## config.mk

```make
export PLATFORM = sky130hd
export DESIGN_NAME = bcd_seq_converter
export DESIGN_NICKNAME = d
export VERILOG_FILES = /design/src/rtl/bcd_seq_converter.sv
export SDC_FILE = /design/constraint.sdc
export NUM_CORES = 1
export LEC_CHECK = 0
export CAP_MARGIN = 20
export CORE_AREA = 4 4 81 83
export CTS_BUF_LIST = sky130_fd_sc_hd__clkbuf_2
export DETAILED_ROUTE_END_ITERATION = 16
export DIE_AREA = 0 0 85 87
export GPL_ROUTABILITY_DRIVEN = 0
export PLACE_DENSITY = 0.92
export SLEW_MARGIN = 10
export SYNTH_ARGS = -nofsm -noshare
export SYNTH_HDL_FRONTEND = slang
export SYNTH_SLANG_ARGS = --single-unit
```

## constraint.sdc

```tcl
create_clock -name i_clk -period 2.6 [get_ports i_clk]
set_clock_uncertainty 0.1 [all_clocks]
set_input_delay 0.52 -clock i_clk [delete_from_list [all_inputs] [get_ports i_clk]]
set_output_delay 0.52 -clock i_clk [all_outputs]
set_load 0.02 [all_outputs]
```

## src/rtl/bcd_seq_converter.sv

```systemverilog
// Sequential double-dabble binary-to-BCD converter with start/busy/done handshake.
// Result registers hold the last completed conversion for the display driver.
module bcd_seq_converter #(
  parameter int unsigned BIN_W       = 17,
  parameter int unsigned DIGITS      = 6,
  parameter int unsigned SHOW_DIGITS = 4
) (
  input  logic                  i_clk,
  input  logic                  i_rst_n,
  input  logic                  i_start,
  input  logic [BIN_W-1:0]      i_bin,
  output logic                  o_busy,
  output logic                  o_done,
  output logic [4*DIGITS-1:0]   o_bcd,
  output logic                  o_ovf
);

  localparam int unsigned SCR_W = DIGITS * 4 + BIN_W;
  localparam int unsigned CNT_W = $clog2(BIN_W + 1);

  typedef enum logic [1:0] {StIdle, StConvert, StDone} state_e;

  state_e              r_state;
  logic [SCR_W-1:0]    r_scratch;
  logic [CNT_W-1:0]    r_cnt;
  logic                r_busy;
  logic                r_done;
  logic [4*DIGITS-1:0] r_bcd;
  logic                r_ovf;

  logic [SCR_W-1:0]    w_adj;
  logic [SCR_W-1:0]    w_shift;
  logic                w_ovf;

  // Per-nibble add-3 in 4-bit arithmetic; no carry crosses a digit boundary.
  always_comb begin
    w_adj = r_scratch;
    for (int unsigned d = 0; d < DIGITS; d++) begin
      if (r_scratch[BIN_W + 4*d +: 4] >= 4'd5) begin
        w_adj[BIN_W + 4*d +: 4] = r_scratch[BIN_W + 4*d +: 4] + 4'd3;
      end
    end
    w_shift = w_adj << 1;
  end

  always_comb begin
    w_ovf = 1'b0;
    for (int unsigned d = SHOW_DIGITS; d < DIGITS; d++) begin
      w_ovf = w_ovf | (r_scratch[BIN_W + 4*d +: 4] != 4'd0);
    end
  end

  always_ff @(posedge i_clk or negedge i_rst_n) begin
    if (!i_rst_n) begin
      r_state   <= StIdle;
      r_scratch <= '0;
      r_cnt     <= '0;
      r_busy    <= 1'b0;
      r_done    <= 1'b0;
      r_bcd     <= '0;
      r_ovf     <= 1'b0;
    end else begin
      r_done <= 1'b0;
      unique case (r_state)
        // The edge leaving DONE is the first idle edge, so a held start restarts at once.
        StIdle, StDone: begin
          if (i_start) begin
            r_scratch <= {{(4*DIGITS){1'b0}}, i_bin};
            r_cnt     <= '0;
            r_busy    <= 1'b1;
            r_state   <= StConvert;
          end else begin
            r_busy  <= 1'b0;
            r_state <= StIdle;
          end
        end
        StConvert: begin
          if (r_cnt == CNT_W'(BIN_W)) begin
            r_bcd   <= r_scratch[SCR_W-1 -: 4*DIGITS];
            r_ovf   <= w_ovf;
            r_done  <= 1'b1;
            r_state <= StDone;
          end else begin
            r_scratch <= w_shift;
            r_cnt     <= r_cnt + CNT_W'(1);
          end
        end
        default: begin
          r_busy  <= 1'b0;
          r_state <= StIdle;
        end
      endcase
    end
  end

  assign o_busy = r_busy;
  assign o_done = r_done;
  assign o_bcd  = r_bcd;
  assign o_ovf  = r_ovf;

endmodule

```

Word level (Yosys, flattened, before mapping)
Index checks and enable logic that the tools add are counted.
{"block": "word_totals", "word_cells": 53, "input_bits": 20, "register_bits": 75}
{"block": "op_classes", "add_sub_neg": 7, "muxes": 19, "bitwise_logic": 1, "n_reduce_logical": 7, "n_eq_ne": 6, "magnitude_cmp": 6}
{"op": "$mux 41", "n": 2}
{"op": "$pmux 41 s2", "n": 1}
{"op": "$ge 4x3->1 const B", "n": 6}
{"op": "$add 4x2->4 const B", "n": 5}
{"op": "$mux 4", "n": 5}
{"op": "$mux 5", "n": 2}
{"op": "$pmux 5 s2", "n": 1}
{"op": "$reduce_bool 4->1", "n": 2}
{"op": "$ne 2x2->1 const B", "n": 3}
{"op": "$add 5x1->5 const B", "n": 1}
{"op": "$eq 5x5->1 const B", "n": 1}
{"op": "$mux 1", "n": 4}
{"op": "$pmux 2 s2", "n": 1}
{"op": "$add 3x2->3 const B", "n": 1}
{"op": "$mux 3", "n": 1}
{"op": "$reduce_and 3->1", "n": 1}
{"op": "$eq 2x1->1 const B", "n": 1}
{"op": "$eq 2x2->1 const B", "n": 1}
{"op": "$logic_not 2->1", "n": 1}
{"op": "$mux 2", "n": 1}
{"op": "$pmux 1 s2", "n": 1}
{"op": "$reduce_and 2->1", "n": 1}
{"op": "$reduce_bool 2->1", "n": 1}
{"op": "$reduce_or 2->1", "n": 1}
{"op": "$or 1x1->1", "n": 1}

Depth between registers and ports, before layout
Gate-level depths: netlist (run 1).
{"block": "depth", "depth_word": 4, "ltp_mapped": 8, "mapped_depth_nobuf": 7}

Least setup slack after synthesis (run 1)
No wires, ideal clock.
{"block": "synth_timing", "kind": "register to register", "start": "reg r_scratch[33]", "end": "reg r_scratch[35]", "path_slack_ns": 0.994, "path_buffers": 0, "setup_time_ns": 0.083, "t_arrival_ns": 1.423, "stages_incl_launch_ff": 7, "t_required_ns": 2.417, "path_cell_list": "dfrtp_1 -> inv_1 -> ha_1 -> nand2b_1 -> a21oi_1 -> mux2_2 -> o21ai_0"}
{"block": "synth_between", "elab_chain_len": 4}
{"element": "start, declared", "line_no": "24", "source": "logic [SCR_W-1:0] r_scratch;"}
{"element": "start signal, assigned", "line_no": "68", "source": "r_scratch <= {{(4*DIGITS){1'b0}}, i_bin};"}
{"element": "start signal, assigned", "line_no": "84", "source": "r_scratch <= w_shift;"}
{"element": "$add 4x2->4 / $ge 4x3->1 (equally long branches)", "line_no": "40, 39"}
{"element": "$mux 4 *", "line_no": "39", "source": "if (r_scratch[BIN_W + 4*d +: 4] >= 4'd5) begin"}
{"element": "$mux 41 *", "line_no": "78", "source": "if (r_cnt == CNT_W'(BIN_W)) begin"}
{"element": "$pmux 41 s2 *", "line_no": "64", "source": "unique case (r_state)"}
Every way passes the cells marked *; elsewhere a longest branch is shown, timed or not. The select of a mux whose other input is x is not followed.
A chain may end at the register's enable or synchronous reset.

Final worst setup path (run 1)
{"block": "layout_timing", "start": "reg r_bcd[3] (netlist: o_bcd[3])", "end": "out o_bcd[3]"}
{"element": "start, declared", "line_no": "28", "source": "logic [4*DIGITS-1:0] r_bcd;"}
{"element": "start signal, assigned", "line_no": "79", "source": "r_bcd <= r_scratch[SCR_W-1 -: 4*DIGITS];"}
{"element": "end, declared", "line_no": "14", "source": "output logic [4*DIGITS-1:0] o_bcd,"}
No word-level cell between the ends.

==> results.sh, run 1 <==
export IMPL_setup_slack_ps=469.0
export IMPL_synth_seq_cells=75
export IMPL_synth_area_top_cells="dfrtp_1, nand2_1, o21ai_0"
export IMPL_antenna_cells=0
export IMPL_grt_usage_pct=20.80
export IMPL_top_usage_layer="met2"
export IMPL_design_area_um2=4169
export IMPL_grt_util_met2_pct=36.23
export IMPL_post_cts_buffers=0
export IMPL_synth_avg_cell_area_um2=9.585
export IMPL_cp_start_kind="register"
export IMPL_fp_dieW_um=85
export IMPL_peakVddDrop_mv=0.5758
export IMPL_syn_inst=365
export IMPL_yosysTopAreaCellShare_pct=53.65
export IMPL_synth_top_family_by_area="simple AND/OR/NAND/NOR gates"
export IMPL_holdBufCountCts=1
export IMPL_multi_input_area_um2=1454
export IMPL_use_met1_pct=25.22
export IMPL_post_route_drc_count=0
export IMPL_synthAdderAreaFrac_pct=5.722
export IMPL_synth_compound_area_share_pct=11.48
export IMPL_slowest_delay_ps=610
export IMPL_synth_simple_area_share_pct=19.28
export IMPL_place_area_um2=4008
export IMPL_syn_num_nets=401
export IMPL_cts_tree="built"
export IMPL_grt_pass1_wl_um=12190
export IMPL_cp_end_kind="output port"
export IMPL_vias_per_cell=5.573
export IMPL_grt_use_met3_pct=4.068
export IMPL_post_cts_resized=0
export IMPL_period_needed_ps=2131
export IMPL_area_delta_synth_final_pct=19.17
export IMPL_dieArea_um2=7395
export IMPL_final_max_slew_violation_count=0
export IMPL_p_leak_uw=0.001980
export IMPL_grt_max_degree=38
export IMPL_vias=2753
export IMPL_drt_total_wl_um=7207
export IMPL_dp_hpwl_um=5204
export IMPL_drtIter0Drc=221
export IMPL_async_reset_ff_share_pct=100.0
export IMPL_relSlewSlack_pct=46.52
export IMPL_synth_xor_area_share_pct=2.003
export IMPL_grt_pass1_vias=2736
export IMPL_outcome="completed"
export IMPL_setup_viol=0
export IMPL_ant_nets=0
export IMPL_drive_gt1_share_pct=7.399
export IMPL_worst_pin_slew_ps=802.1
export IMPL_antenna_found_initial=0
export IMPL_ys_warn_count=0
export IMPL_drv_cap=0
export IMPL_cts_num_sinks=75
export IMPL_port_buffers=46
export IMPL_max_freq_mhz=469.3
export IMPL_crit_chain="clkdlybuf4s50_1"
export IMPL_yosysSeqAreaShare_pct=53.65
export IMPL_period_share_pct=81.96
export IMPL_regArea_um2=1877
export IMPL_synth_edf_count=0
export IMPL_htree_levels=3
export IMPL_rsz0062_at_grt="false"
export IMPL_fin_util_pct=71.26
export IMPL_crit_slowest_cell="clkdlybuf4s50_1"
export IMPL_ys_flop_type="dfrtp_1"
export IMPL_synth_area_um2=3498
export IMPL_cts_buffers=9
export IMPL_synth_mux_area_share_pct=3.076
export IMPL_layout_commonest_cell="nand2_1"
export IMPL_synth_top_cell_by_area="dfrtp_1"
export IMPL_finalSetupTns_ps=0
export IMPL_nNetsFinal=450
export IMPL_ys_types=28
export IMPL_grt_overflow=0
export IMPL_power_density_nw_per_um2=1186
export IMPL_cts_max_path_buffers=2
export IMPL_wire_per_inst_um=14.59
export IMPL_crit_type="register to output port"
export IMPL_dp_slack_ps=516.4
export IMPL_worst_skew_pair_late_latency_ps=490
export IMPL_cp_max_fo=2
export IMPL_clock_root_buffer="clkbuf_2"
export IMPL_critical_path_required_ps=1980
export IMPL_pin_count=47
export IMPL_dieHeight_um=87
export IMPL_critPathTopFamily="buffers and inverters"
export IMPL_final_cell_mix="nand2_1, dfrtp_1, o21ai_0, clkdlybuf4s50_1, nand3_1"
export IMPL_start_util_pct=59.79
export IMPL_coreArea_um2=5851
export IMPL_fillCellCount=438
export IMPL_finalHoldViolCount=0
export IMPL_cp_num_buf_inv=1
export IMPL_dr_pass1_iters=6
export IMPL_hold_class="input pin to async pin"
export IMPL_clkTransAtPathRegs_ps=200
export IMPL_std_cell_rows=28
export IMPL_worst_ep_arrival_time_ps=1510
[area by class of cell]
cell class,instances,area share (%)
Clock buffer,9,1.080
Clock inverter,7,2.551
Inverter,16,1.441
Multi-Input combinational cell,256,34.87
Sequential cell,75,45.02
Tap cell,75,2.251
Timing Repair Buffer,56,12.79
[registers in the layout, summed over array words and instances (netlist names)]
name,count
r_scratch,41
o_bcd,24
r_cnt,5
r_state,2
o_busy,1
o_done,1
o_ovf,1
[stage by stage]
stage / hold slack (ps) / std cells / power [uW]
floorplan: 124.4 / 365 / 3464
global placement: 357.2 / 477 / 3988
detailed placement: 361.8 / 477 / 4164
CTS: 339.4 / 494 / 4960
global route: 353.0 / 494 / 5340
finish: 350.1 / 494 / 4942
[path summary, 6_finish.rpt]
path / from / endpoint / slack (ps) / depth (start not counted)
min reg2reg: o_bcd[11] / o_bcd[11] / 400 / 2
max reg2reg: r_state[1] / o_bcd[3] / 660 / 6
min: i_rst_n / o_bcd[7] / 350 / 2
min in group i_clk: o_bcd[11] / o_bcd[11] / 400 / 2
max: o_bcd[3] / o_bcd[3] / 470 / 1
max in group asynchronous: i_rst_n / r_scratch[9] / 1250 / 3
[cells in the mapped netlist, types with 6 or more instances]
| master | n |
|---|---|
| nand2_1 | 94 |
| ha_1 | 16 |
| nand2b_1 | 8 |
| buf_2 | 8 |
| mux2_2 | 6 |
| a21oi_1 | 11 |
| xnor2_1 | 6 |
| a22oi_1 | 13 |
| dfrtp_1 | 75 |
| inv_1 | 16 |
| o21ai_0 | 47 |
| nor3_1 | 7 |
| nand3_1 | 24 |
[routing by layer]
layer  part of all wire, %  vias up
li1                      -     1319
met1                    42     1338
met2                    50       82
met3                   5.5       14
met4                   2.1        0
met5                     0        -
[report_power, final]
part           total (uW)  internal, uW  switching (uW)
Sequential           2010          1630             377
Combinational        2140           933            1210
Clock                 794           404             390
[kinds of logic after synthesis]
| kind of cell | Yosys count |
|---|---|
| buffers and inverters | 34 |
| AND/OR/NAND/NOR | 149 |
| multiplexers | 10 |
| flip-flops | 75 |
| XOR/XNOR | 8 |
| adder cells (fa/ha/maj) | 16 |
| AO/OA/AOI/OAI | 73 |
Note: power is estimated with default switching activity, not from simulation.
==> inputs of run 2 (changes only) <==
--- a/config.mk
+++ b/config.mk
@@ -6,12 +6,12 @@
 export NUM_CORES = 1
 export LEC_CHECK = 0
 export CAP_MARGIN = 20
-export CORE_AREA = 4 4 81 83
+export CORE_AREA = 4 4 84 86
 export CTS_BUF_LIST = sky130_fd_sc_hd__clkbuf_2
 export DETAILED_ROUTE_END_ITERATION = 16
-export DIE_AREA = 0 0 85 87
+export DIE_AREA = 0 0 88 90
 export GPL_ROUTABILITY_DRIVEN = 0
-export PLACE_DENSITY = 0.92
+export PLACE_DENSITY = 0.86
 export SLEW_MARGIN = 10
 export SYNTH_ARGS = -nofsm -noshare
 export SYNTH_HDL_FRONTEND = slang
==> constraint.sdc (replaced) <==
create_clock -name i_clk -period 2.1 [get_ports i_clk]
set_clock_uncertainty 0.1 [all_clocks]
set_input_delay 0.42 -clock i_clk [delete_from_list [all_inputs] [get_ports i_clk]]
set_output_delay 0.42 -clock i_clk [all_outputs]
set_load 0.02 [all_outputs]
==> results.sh, run 2 (synthesis results as in run 1) <==
export IMPL_grt_max_degree=76
export IMPL_rsz0062_at_grt="false"
export IMPL_cp_end_kind="output port"
export IMPL_vias_per_cell=5.536
export IMPL_port_buffers=46
export IMPL_p_leak_uw=0.002280
export IMPL_layout_commonest_cell="nand2_1"
export IMPL_period_needed_ps=2008
export IMPL_fin_cells=498
export IMPL_setup_slack_ps=92.16
export IMPL_use_met1_pct=25.65
export IMPL_r2r_worst_path_cells=6
export IMPL_fin_util_pct=67.43
export IMPL_post_route_drc_count=0
export IMPL_wire_per_inst_um=14.29
export IMPL_cp_start_kind="register"
export IMPL_clock_root_buffer="clkbuf_2"
export IMPL_drive_gt1_share_pct=8.551
export IMPL_hold_class="input pin to async pin"
export IMPL_grt_util_met2_pct=30.72
export IMPL_largest_register="r_scratch"
export IMPL_cts_buffers=9
export IMPL_dieArea_um2=7920
export IMPL_drv_cap=0
export IMPL_dp_hpwl_um=4979
export IMPL_coreArea_um2=6277
export IMPL_relSlewSlack_pct=58.61
export IMPL_grt_pass1_vias=2711
export IMPL_dp_slack_ps=267.4
export IMPL_clkTransAtPathRegs_ps=210
export IMPL_final_max_slew_violation_count=0
export IMPL_post_cts_buffers=0
export IMPL_fillCellCount=501
export IMPL_htree_levels=3
export IMPL_drtIter0Drc=184
export IMPL_worst_ep_arrival_time_ps=1490
export IMPL_start_util_pct=55.73
export IMPL_ant_nets=0
export IMPL_pin_count=47
export IMPL_fp_dieW_um=88
export IMPL_grt_pass1_wl_um=12230
export IMPL_cts_max_path_buffers=2
export IMPL_dr_pass1_iters=5
export IMPL_max_freq_mhz=498.0
export IMPL_r2r_end="r_scratch[31]"
export IMPL_dp_cells=481
export IMPL_finalSetupTns_ps=0
export IMPL_nNetsFinal=452
export IMPL_grt_use_met3_pct=3.291
export IMPL_std_cell_rows=29
export IMPL_peakVddDrop_mv=0.7671
export IMPL_regArea_um2=1877
export IMPL_antenna_found_initial=0
export IMPL_multi_input_area_um2=1454
export IMPL_setup_viol=0
export IMPL_hold_slack_ps=338.9
export IMPL_rrSetupSlack_ps=250
export IMPL_critPathTopFamily="buffers and inverters"
export IMPL_crit_type="register to output port"
export IMPL_final_cell_mix="nand2_1, dfrtp_1, o21ai_0, clkdlybuf4s50_1, nand3_1"
export IMPL_finalHoldViolCount=0
export IMPL_cts_tree="built"
export IMPL_timing_rr_start="r_scratch[29]"
export IMPL_timing_critical_path_from="o_bcd[12]"
export IMPL_crit_chain="clkdlybuf4s50_1"
export IMPL_worst_skew_pair_late_latency_ps=510
export IMPL_largest_register_ffs=41
export IMPL_cp_num_buf_inv=1
export IMPL_top_usage_layer="met2"
export IMPL_outcome="completed"
export IMPL_grt_overflow=0
export IMPL_cts_num_sinks=75
export IMPL_slowest_delay_ps=600
export IMPL_drt_total_wl_um=7114
export IMPL_area_delta_synth_final_pct=20.99
export IMPL_cp_max_fo=2
export IMPL_critical_path_required_ps=1580
export IMPL_dieHeight_um=90
export IMPL_worst_pin_slew_ps=618.7
export IMPL_grt_usage_pct=19.23
export IMPL_period_share_pct=95.61
export IMPL_crit_slowest_cell="clkdlybuf4s50_1"
export IMPL_antenna_cells=0
export IMPL_vias=2757
export IMPL_power_density_nw_per_um2=1419
-- run 2: how the worst max path moves through the flow --
stage / to / slack [ps] / depth (start not counted)
2_1_floorplan: r_scratch[35] / 490 / 6
5_1_grt: o_bcd[11] / 1 / 1
3_5_place_dp: r_scratch[32] / 270 / 6
6_report: o_bcd[12] / 90 / 1
3_3_place_gp: r_scratch[27] / 300 / 5
4_1_cts: o_bcd[0] / 0.9 / 1
-- run 2: area by class of cell --
| type | count | area share (%) |
|---|---|---|
| Inverter | 16 | 1.419 |
| Sequential cell | 75 | 44.34 |
| Tap cell | 77 | 2.276 |
| Timing Repair Buffer | 58 | 14.37 |
| Multi-Input combinational cell | 256 | 34.35 |
| Clock buffer | 9 | 1.064 |
| Clock inverter | 7 | 2.187 |
-- run 2: worst min-delay path, stage by stage --
cell           delay (ps)
dlygate4sd3_1         520
buf_2                 120
buf_12                330
-- run 2: per-stage QoR --
stage / total power [uW] / area, um^2
after floorplan: 4289 / 3498
after global placement: 5006 / 4038
after detailed placement: 5187 / 4038
after CTS: 6082 / 4185
after global routing: 6527 / 4233
final: 6008 / 4233
-- run 2: timing repair --
item                                    4_1_cts  5_1_grt
hold buffers                                  1        0
resized for setup                             0       19
hold endpoints to repair                     75        0
endpoints found under the setup margin        0       19
-- run 2: per-layer routing --
metal,wire length (um),up-vias
li1,-,1332
met1,3163,1332
met2,3470,82
met3,347,11
met4,133,0
met5,0,-
-- run 2: power by group --
group          internal (uW)  switching [uW]
Combinational           1170            1480
Clock                    388             507
Sequential              2020             448
